### src/rtl/register_read_stage.sv
// Register-read stage: owns the integer register file, resolves rs_a/rs_b with EX/MEM/WB forwarding, computes the JALR target.
// Latency: 1 cycle from accepting edge to out_valid; throughput 1 bundle/cycle with out_ready high and no load-use hazard.
// Backpressure: in_ready drops on a load-use hazard or when the output register is full and out_ready is low; outputs hold while stalled.
//
// Ports:
//   clk, rst                  clock and synchronous active-high reset
//   in_valid / in_ready       decode-side handshake; rs_a, rs_b, pc_for_a, imm_for_b, pc, imm, exec_op,
//                             cond_branch, taken, jalr form the incoming bundle
//   wb_en, wb_rd, wb_data     register-file write port (also bypassed to same-cycle reads)
//   ex_fwd_*, mem_fwd_*       forwarding sources from execute and memory stages
//   flush                     drops the held and the incoming bundle
//   out_valid / out_ready     execute-side handshake; data_a, data_b, store_data, exec_op_out, cond_branch_out,
//                             taken_out, jalr_out, imm_out, pc_out, jalr_target form the outgoing bundle
module register_read_stage #(
    parameter int XLEN      = 32,
    parameter int REG_COUNT = 32,
    parameter int OP_WIDTH  = 5,
    localparam int AW       = $clog2(REG_COUNT)
) (
    input  logic                clk,
    input  logic                rst,
    input  logic                in_valid,
    output logic                in_ready,
    input  logic [AW-1:0]       rs_a,
    input  logic [AW-1:0]       rs_b,
    input  logic                pc_for_a,
    input  logic                imm_for_b,
    input  logic [XLEN-1:0]     pc,
    input  logic [XLEN-1:0]     imm,
    input  logic [OP_WIDTH-1:0] exec_op,
    input  logic                cond_branch,
    input  logic                taken,
    input  logic                jalr,
    input  logic                wb_en,
    input  logic [AW-1:0]       wb_rd,
    input  logic [XLEN-1:0]     wb_data,
    input  logic                ex_fwd_en,
    input  logic [AW-1:0]       ex_fwd_rd,
    input  logic [XLEN-1:0]     ex_fwd_data,
    input  logic                ex_fwd_is_load,
    input  logic                mem_fwd_en,
    input  logic [AW-1:0]       mem_fwd_rd,
    input  logic [XLEN-1:0]     mem_fwd_data,
    input  logic                flush,
    output logic                out_valid,
    input  logic                out_ready,
    output logic [XLEN-1:0]     data_a,
    output logic [XLEN-1:0]     data_b,
    output logic [XLEN-1:0]     store_data,
    output logic [OP_WIDTH-1:0] exec_op_out,
    output logic                cond_branch_out,
    output logic                taken_out,
    output logic                jalr_out,
    output logic [XLEN-1:0]     imm_out,
    output logic [XLEN-1:0]     pc_out,
    output logic [XLEN-1:0]     jalr_target
);

    // Register file
    logic [XLEN-1:0] rf_q [REG_COUNT];
    logic [XLEN-1:0] rf_d [REG_COUNT];

    // Output bundle registers
    logic                out_valid_q,   out_valid_d;
    logic [XLEN-1:0]     data_a_q,      data_a_d;
    logic [XLEN-1:0]     data_b_q,      data_b_d;
    logic [XLEN-1:0]     store_data_q,  store_data_d;
    logic [OP_WIDTH-1:0] exec_op_q,     exec_op_d;
    logic                cond_branch_q, cond_branch_d;
    logic                taken_q,       taken_d;
    logic                jalr_q,        jalr_d;
    logic [XLEN-1:0]     imm_q,         imm_d;
    logic [XLEN-1:0]     pc_q,          pc_d;
    logic [XLEN-1:0]     jalr_target_q, jalr_target_d;

    logic [AW-1:0]   src_rs  [2];
    logic [XLEN-1:0] src_val [2];
    logic [XLEN-1:0] jalr_sum;
    logic            hazard;
    logic            accept;

    assign src_rs[0] = rs_a;
    assign src_rs[1] = rs_b;

    // Operand resolution, youngest producer first. The WB term covers a write
    // landing on the same edge the read is accepted.
    always_comb begin
        for (int s = 0; s < 2; s++) begin
            if (src_rs[s] == '0)
                src_val[s] = '0;
            else if (ex_fwd_en && ex_fwd_rd == src_rs[s])
                src_val[s] = ex_fwd_data;
            else if (mem_fwd_en && mem_fwd_rd == src_rs[s])
                src_val[s] = mem_fwd_data;
            else if (wb_en && wb_rd == src_rs[s])
                src_val[s] = wb_data;
            else
                src_val[s] = rf_q[src_rs[s]];
        end
    end

    // A load in execute has no data yet; rs_a only matters when it is not
    // replaced by the PC. rs_b always matters because it feeds store_data.
    always_comb begin
        hazard = ex_fwd_en && ex_fwd_is_load && (ex_fwd_rd != '0) &&
                 ((!pc_for_a && ex_fwd_rd == rs_a) || (ex_fwd_rd == rs_b));
    end

    assign in_ready = !hazard && (!out_valid_q || out_ready);
    assign accept   = in_valid && in_ready && !flush;
    assign jalr_sum = src_val[0] + imm;

    always_comb begin
        rf_d = rf_q;
        if (wb_en && wb_rd != '0)
            rf_d[wb_rd] = wb_data;
    end

    always_comb begin
        data_a_d      = data_a_q;
        data_b_d      = data_b_q;
        store_data_d  = store_data_q;
        exec_op_d     = exec_op_q;
        cond_branch_d = cond_branch_q;
        taken_d       = taken_q;
        jalr_d        = jalr_q;
        imm_d         = imm_q;
        pc_d          = pc_q;
        jalr_target_d = jalr_target_q;

        // EMPTY/FULL occupancy: flush wins, then a new bundle, then drain.
        if (flush)
            out_valid_d = 1'b0;
        else if (accept)
            out_valid_d = 1'b1;
        else if (out_ready)
            out_valid_d = 1'b0;
        else
            out_valid_d = out_valid_q;

        if (accept) begin
            data_a_d      = pc_for_a  ? pc  : src_val[0];
            data_b_d      = imm_for_b ? imm : src_val[1];
            store_data_d  = src_val[1];
            exec_op_d     = exec_op;
            cond_branch_d = cond_branch;
            taken_d       = taken;
            jalr_d        = jalr;
            imm_d         = imm;
            pc_d          = pc;
            // Target only tracks JALR bundles; other bundles leave the last one.
            if (jalr)
                jalr_target_d = {jalr_sum[XLEN-1:1], 1'b0};
        end
    end

    always_ff @(posedge clk) begin
        if (rst) begin
            for (int i = 0; i < REG_COUNT; i++)
                rf_q[i] <= '0;
            out_valid_q   <= 1'b0;
            data_a_q      <= '0;
            data_b_q      <= '0;
            store_data_q  <= '0;
            exec_op_q     <= '0;
            cond_branch_q <= 1'b0;
            taken_q       <= 1'b0;
            jalr_q        <= 1'b0;
            imm_q         <= '0;
            pc_q          <= '0;
            jalr_target_q <= '0;
        end else begin
            rf_q          <= rf_d;
            out_valid_q   <= out_valid_d;
            data_a_q      <= data_a_d;
            data_b_q      <= data_b_d;
            store_data_q  <= store_data_d;
            exec_op_q     <= exec_op_d;
            cond_branch_q <= cond_branch_d;
            taken_q       <= taken_d;
            jalr_q        <= jalr_d;
            imm_q         <= imm_d;
            pc_q          <= pc_d;
            jalr_target_q <= jalr_target_d;
        end
    end

    assign out_valid       = out_valid_q;
    assign data_a          = data_a_q;
    assign data_b          = data_b_q;
    assign store_data      = store_data_q;
    assign exec_op_out     = exec_op_q;
    assign cond_branch_out = cond_branch_q;
    assign taken_out       = taken_q;
    assign jalr_out        = jalr_q;
    assign imm_out         = imm_q;
    assign pc_out          = pc_q;
    assign jalr_target     = jalr_target_q;

endmodule

### config.mk
export PLATFORM = sky130hd
export DESIGN_NAME = register_read_stage
export DESIGN_NICKNAME = d
export VERILOG_FILES = /design/src/rtl/register_read_stage.sv
export SDC_FILE = /design/constraint.sdc
export NUM_CORES = 2
export LEC_CHECK = 0
export CAP_MARGIN = 20
export CORE_MARGIN = 5
export CORE_UTILIZATION = 53
export CTS_BUF_LIST = sky130_fd_sc_hd__clkbuf_8 sky130_fd_sc_hd__clkbuf_16
export CTS_CLUSTER_DIAMETER = 120
export DETAILED_ROUTE_END_ITERATION = 8
export GPL_TIMING_DRIVEN = 0
export PLACE_DENSITY_LB_ADDON = 0.15
export RECOVER_POWER = 50
export SKIP_LAST_GASP = 1
export SLEW_MARGIN = 20
export SYNTH_ARGS = -nofsm -noshare
export SYNTH_HDL_FRONTEND = slang
export SYNTH_SLANG_ARGS = --single-unit
### constraint.sdc
create_clock -name clk -period 6.3 [get_ports clk]
set_clock_uncertainty 0.15 [all_clocks]
set_input_delay 1.26 -clock clk [delete_from_list [all_inputs] [get_ports clk]]
set_output_delay 1.26 -clock clk [all_outputs]
set_load 0.01 [all_outputs]
[Word-level counts from Yosys, hierarchy flattened]
Index checks and enable logic that the tools add are counted.
Word-level totals
  register bits: 1224
  latch bits: 0
  memory bits (writable): 0
  memory bits (read-only): 0
  output and inout bits: 202
  logic and storage cells: 106
  memories kept: 0
Operators by class
  add/sub/neg operators: 1
  multiply operators: 0
  divide/modulo/power cells: 0
  $lt $le $gt $ge: 4
  eq/ne operators: 6
  shift-type cells: 0
  multiplexer cells: 21
  bitwise operators: 3
  reductions and logical operators: 28
Operator list (number)
  bitwise mux 1024 bit: 1
  two-way mux 32 bit: 15
  binary-select mux 32 bit (select 5 bit): 2
  demux 32 bit (select 5 bit): 1
  adder 32 bit: 1
  equality test 5 bit: 6
  greater-or-equal comparator 6 bit (second input constant): 3
  NOT 5 -> 6 bit: 3
  logical AND 1 bit: 15
  zero test 5 bit: 2
  nonzero test 5 bit: 2
  < comparator 6 x 1 -> 1 bit (second input constant): 1
  zero test 1 bit: 4
  logical OR 1 bit: 2
  two-way mux 1 bit: 2
  AND reduction 2 bit: 1
  nonzero test 2 bit: 1
  OR reduction 2 bit: 1

[Logic depth before layout (Yosys ltp)]
  depth after elaboration: 9
  gate-level depth with buffers: 23

[Worst setup path after synthesis]
OpenSTA, ideal clock, no wires.
  path kind: input-to-reg
  start point: input port rs_a[1]
  end point: register jalr_target_q[28], in the netlist jalr_target[28]
  data arrival time: 5.918 ns
  path slack: 0.170 ns
  stages on the path: 21
  buffers on the path: 4
  cells stage by stage: buf_4 -> buf_6 -> buf_4 -> buf_2 -> mux4_2 -> mux4_2 -> mux2i_1 -> a211oi_1 -> a211oi_1 -> nor3_1 -> ha_1 -> nor2b_1 -> o21ai_0 -> a21boi_0 -> o41ai_1 -> o31ai_1 -> a211oi_1 -> nor2_1 -> a31oi_1 -> or4_1 -> nand3_1
Between the ends
  word-level cells in the longest chain between the ends: 9
  elaborated cells between the ends (all ways): 24
  those cells by class: add/sub (1); eq/ne (3); mux (7); bitwise (1); reduce/logical (12)
RTL lines
  start: declaration: line 24  | input logic [AW-1:0] rs_a,
  NOT 5 -> 6 bit (implied by the code) / equality test 5 bit (equally long branches): line 98, 91, 106
  binary-select mux 32 bit (select 5 bit) / logical AND 1 bit (equally long branches): line 98, 106
  two-way mux 32 bit (implied by the code) / logical OR 1 bit (equally long branches): line 98, 106
  two-way mux 32 bit (implied by the code) / logical AND 1 bit (equally long branches): line 98, 105
  two-way mux 32 bit / zero test 1 bit (equally long branches): line 95, 109
  two-way mux 32 bit / logical AND 1 bit (equally long branches): line 93, 109
  two-way mux 32 bit / logical AND 1 bit (equally long branches): line 91, 110
  two-way mux 32 bit / logical AND 1 bit (equally long branches): line 89, 110
  adder 32 bit / AND reduction 2 bit (equally long branches)
  end signal: assignment: line 184  | jalr_target_q <= jalr_target_d;
  end: declaration: line 74  | logic [XLEN-1:0] jalr_target_q, jalr_target_d;
Several ways; a longest one is shown, not always the timed one. The select of a mux whose other input is x is not followed.
A chain may end at the register's enable or synchronous reset.

[Worst setup path after layout]
  start point: input port rs_a[3]
  end point: register jalr_target_q[31], in the netlist jalr_target[31]
Same word-level chain as after synthesis.

==> qor.log <==
[power_and_ir_drop] sequential group share of total power 42.4%
[yosys] gate count after technology mapping 6,980
[setup_path] ordered cell list for the critical path buf_2 -> buf_2 -> buf_2 -> clkdlybuf4s15_2 -> mux2i_1 -> a211oi_1 -> a211oi_1 -> nor3_1 -> ha_1 -> clkbuf_1 -> a21oi_1 -> o21a_1 -> o21ai_0 -> a211o_1 -> a21o_1 -> a21oi_1 -> o21bai_1 -> a2111oi_4
[floorplanning] die outline height 353.1 um
[power_and_ir_drop] Logic pwr share 10.9%
[min_path] min-delay src pc_out[8]
[detailed_routing] wire per inst 31.30 um
[global_routing] peak-usage layer in the global routing report met2
[sta] count of final setup violators 3
[detailed_routing] via count of the routed design 59,620
[cts] CTS tree done
[place] Cells after DPL 8,860
[sta] Slew Limit Fails 0
[outcome] failing checks setup timing
[global_routing] global-route track usage on met1 53.00%
[global_routing] number of antenna violations at the first check in global routing 36
[yosys] Mapped Nets 7,215
[cells_and_area] count of placed standard cells in the final layout, fillers left out 9,133
[global_routing] Overall Global Routing Usage 44.27%
[yosys] Yosys reg bits 1,224
[place] final weighted congestion of routability-driven global placement 1.046
[power_and_ir_drop] leakage 24.71 nW
[place] count of buffers from port buffering 354
[yosys] number of warnings reported in the yosys synthesis log 0
[cts] TritonCTS Buffers 139
[cts] clock tree root driver cell clkbuf_16
[sta] count of final hold-check violations 0
[yosys] average cell area after synthesis 8.937 sq um
[outcome] status complete, but fails checks
[sta] minimum period implied by the final worst setup slack 6373 ps
[setup_path] kind of start point of the critical path input pin
[yosys] cell area after synthesis 62,380 sq um
[power_and_ir_drop] overall power consumption 0.01870 W
[min_path] Hold Path Depth 2
[setup_path] destination of the worst register-to-register timing path jalr_target[28]
[global_routing] met2 usage in global routing 67.98%
[setup_path] CP Data Arrival Time 6880 ps
[power_and_ir_drop] Switching Power 0.004985 W
[sta] worst slew pin tran 1379 ps
[yosys] EDFF count, synth 0
[yosys] most frequently used flop master after synthesis dfxtp_1
[power_and_ir_drop] portion of total power attributed to the clock network 46.8%
[setup_path] nature of the critical path endpoint flip-flop
[floorplanning] area of the die 124,700 sq um
[place] worst setup slack after placement -2707 ps
[detailed_routing] number of DRC markers after the initial detailed-route iteration 8,786
[detailed_routing] final wirelength 285.9 mm
[yosys] distinct cell type count after synthesis 78
[power_and_ir_drop] switching share of power 26.65%
[detailed_routing] DR DRC count 0
[cts] sink count of the clock tree 1,224
[setup_path] peak fanout along the critical path 10
[global_routing] via count of the first global-routing pass 58,020
[sta] share of the clock period used by the worst path 101.2%
[job] reported max-cap violation count 0
[sta] PnR worst setup slack -73.24 ps
[cells_and_area] post-layout net count 7,715
[detailed_routing] number of nets with antenna violations after detailed routing 0
[global_routing] remaining global-route overflow 0
[power_and_ir_drop] cell internal power dissipation 0.01372 W
[power_and_ir_drop] peak ir drop on the vdd network 0.2718 mV
[detailed_routing] number of vias per cell after detailed routing 6.528
[cells_and_area] fraction of final layout cells sized beyond drive strength 1 14.19%
[setup_path] class of the most critical setup path in -> reg
[min_path] hold path endpoint pc_out[8]
[place] HPWL after detailed placement 226.6 mm
[detailed_routing] TritonRoute pass-1 iters 8
[yosys] Async SR Flop Fraction 0%
[floorplanning] die width 353.1 um
[sta] Slew headroom 8.034%
[setup_path] critical path's slowest cell buf_2
[cts] clock latency of the later-clocked register in the worst-skew pair 780 ps
[cts] Worst-path clk slew 60 ps
[global_routing] met3 track utilization from global routing 14.76%
[floorplanning] I/O pin count 406
[power_and_ir_drop] Pwr per Cell Area 255.4 nW/um^2
[cells_and_area] Syn-to-layout area delta 17.38%
[cts] maximum count of clock buffers along a single path 3
[cts] CTS H-tree depth 4
[floorplanning] starting utilization of the core area 53.54%
[sta] Post-Route Hold Slack 300.5 ps
[setup_path] worst reg2reg startpoint rf_q[96]
[setup_path] reg-to-reg setup timing slack 1050 ps
[cts] post-cts hold buffer count 0
[sta] setup repair after global routing missed its margin yes
[setup_path] cell repeated most along the worst path buf_2
[sta] final total negative setup slack -90.51 ps
[floorplanning] placeable core area 116,500 sq um
[yosys] register area share after synthesis 39.28%
[setup_path] largest incremental delay on the critical path 620 ps
[global_routing] global-route wire length before repair 399.6 mm
[global_routing] pin count of the biggest net entering global routing 20
[min_path] Min-Delay Path Class reg -> reg
[floorplanning] row count 125
[setup_path] Worst Reg2Reg Path Length in Cells 19
[setup_path] required time of the critical path 6810 ps
[sta] maximum clock frequency 156.9 MHz
## cells by family (layout without fill, tap and decap cells)
group	Yosys count	count (layout)	synth area share [%]
AOI/OAI and AO/OA	1453	1453	12.81
xor gates and xnor gates	47	47	0.6719
adders and majority gates	31	31	0.6338
buffers and inverters	748	1358	4.886
DFF	1224	1224	39.28
muxes	705	705	24.06
other	1	20	0.006011
and+or+nand+nor	2771	2771	17.65
## flip-flops by register name (all words and copies together), names as in the netlist
register,flops
store_data,32
pc_out,32
exec_op_out,5
jalr_target,31
data_b,32
rf_q,1024
imm_out,32
taken_out,1
cond_branch_out,1
data_a,32
out_valid,1
jalr_out,1
## repair_timing
action | in CTS | in global routing
buffers inserted | 1 | 3
endpoints found under the setup margin | 27 | 17
gates cloned | 0 | 0
pin swaps | 2 | 6
resized for setup | 64 | 51
## how the worst max path moves through the flow
stage	startpoint	endpoint	slack [ps]	cells after the start
after global routing	rs_a[0]	jalr_target[31]	-40	21
final	rs_a[3]	jalr_target[31]	-70	18
after global placement	rs_a[1]	jalr_target[28]	-2710	22
after floorplan	rs_a[1]	jalr_target[28]	170	21
after CTS	rs_a[0]	jalr_target[28]	-30	22
after detailed placement	rs_a[1]	jalr_target[28]	-2710	22
## cells in the mapped netlist, types with 21 or more instances
cell type | number | share of area [%]
nand2_1 | 2214 | 13
dfxtp_1 | 1224 | 39
a21oi_1 | 1176 | 9.4
mux4_2 | 635 | 23
clkbuf_1 | 574 | 3.5
nor2_1 | 278 | 1.7
a211oi_1 | 123 | 1.5
nor3_1 | 102 | 0.82
buf_2 | 80 | 0.64
mux2i_1 | 66 | 1.1
nor2b_1 | 37 | 0.37
nor4_1 | 37 | 0.37
a22oi_1 | 33 | 0.40
buf_1 | 33 | 0.20
a221oi_1 | 32 | 0.45
ha_1 | 30 | 0.60
clkbuf_2 | 27 | 0.22
nand3_1 | 25 | 0.20
xnor2_1 | 25 | 0.35
o21ai_0 | 24 | 0.19
xor2_1 | 21 | 0.29
## area by class of cell
class,count,area (sq um)
clock buffer,176,4033
fill,10260,43300
buffer,728,3173
clock inverter,75,833.3
sequential,1224,24500
inverter,18,67.56
timing repair buffer,361,3591
tap,1524,1907
antenna,19,47.55
multi-input combinational,5008,35070
## metal layers
| metal | vias up | part of all wire (%) |
|---|---|---|
| met5 | - | 0.072 |
| met4 | 18 | 8.1 |
| met3 | 970 | 13 |
| met2 | 4234 | 44 |
| met1 | 28840 | 34 |
| li1 | 25560 | - |
## worst max-delay path: cells and delay by family
| kind | cells | cell delay [ps] |
|---|---|---|
| AOI/OAI and AO/OA | 10 | 2220 |
| adders and majority gates | 1 | 290 |
| buffers and inverters | 5 | 2390 |
| muxes | 1 | 570 |
| and+or+nand+nor | 1 | 100 |
## per-stage QoR
stage / util, % / instance area [sq um]
floorplan: - / 62380
global placement: 58.22 / 67830
detailed placement: 58.26 / 67880
CTS: 62.61 / 72950
global route: 62.83 / 73200
finish: 62.84 / 73220
## cell usage in the layout, fill, tap and decap left out, drive strengths merged, types with 50 or more instances in the layout
cell,n
clkdlybuf4s50,153
mux2i,66
nor3,103
a211oi,124
nor2,279
dfxtp,1224
buf,124
clkbuf,786
mux4,635
inv,50
a21oi,1176
dlygate4sd3,201
nand2,2214
## power by group through the flow
stage	logic [W]	registers, W	clock network [W]
after floorplan	0.00102	0.00810	0
after global placement	0.00194	0.00809	0
after detailed placement	0.00195	0.00809	0
after CTS	0.00197	0.00792	0.00869
after global routing	0.00208	0.00793	0.00904
final	0.00203	0.00792	0.00875
Note: power is estimated with default switching activity, not from simulation.
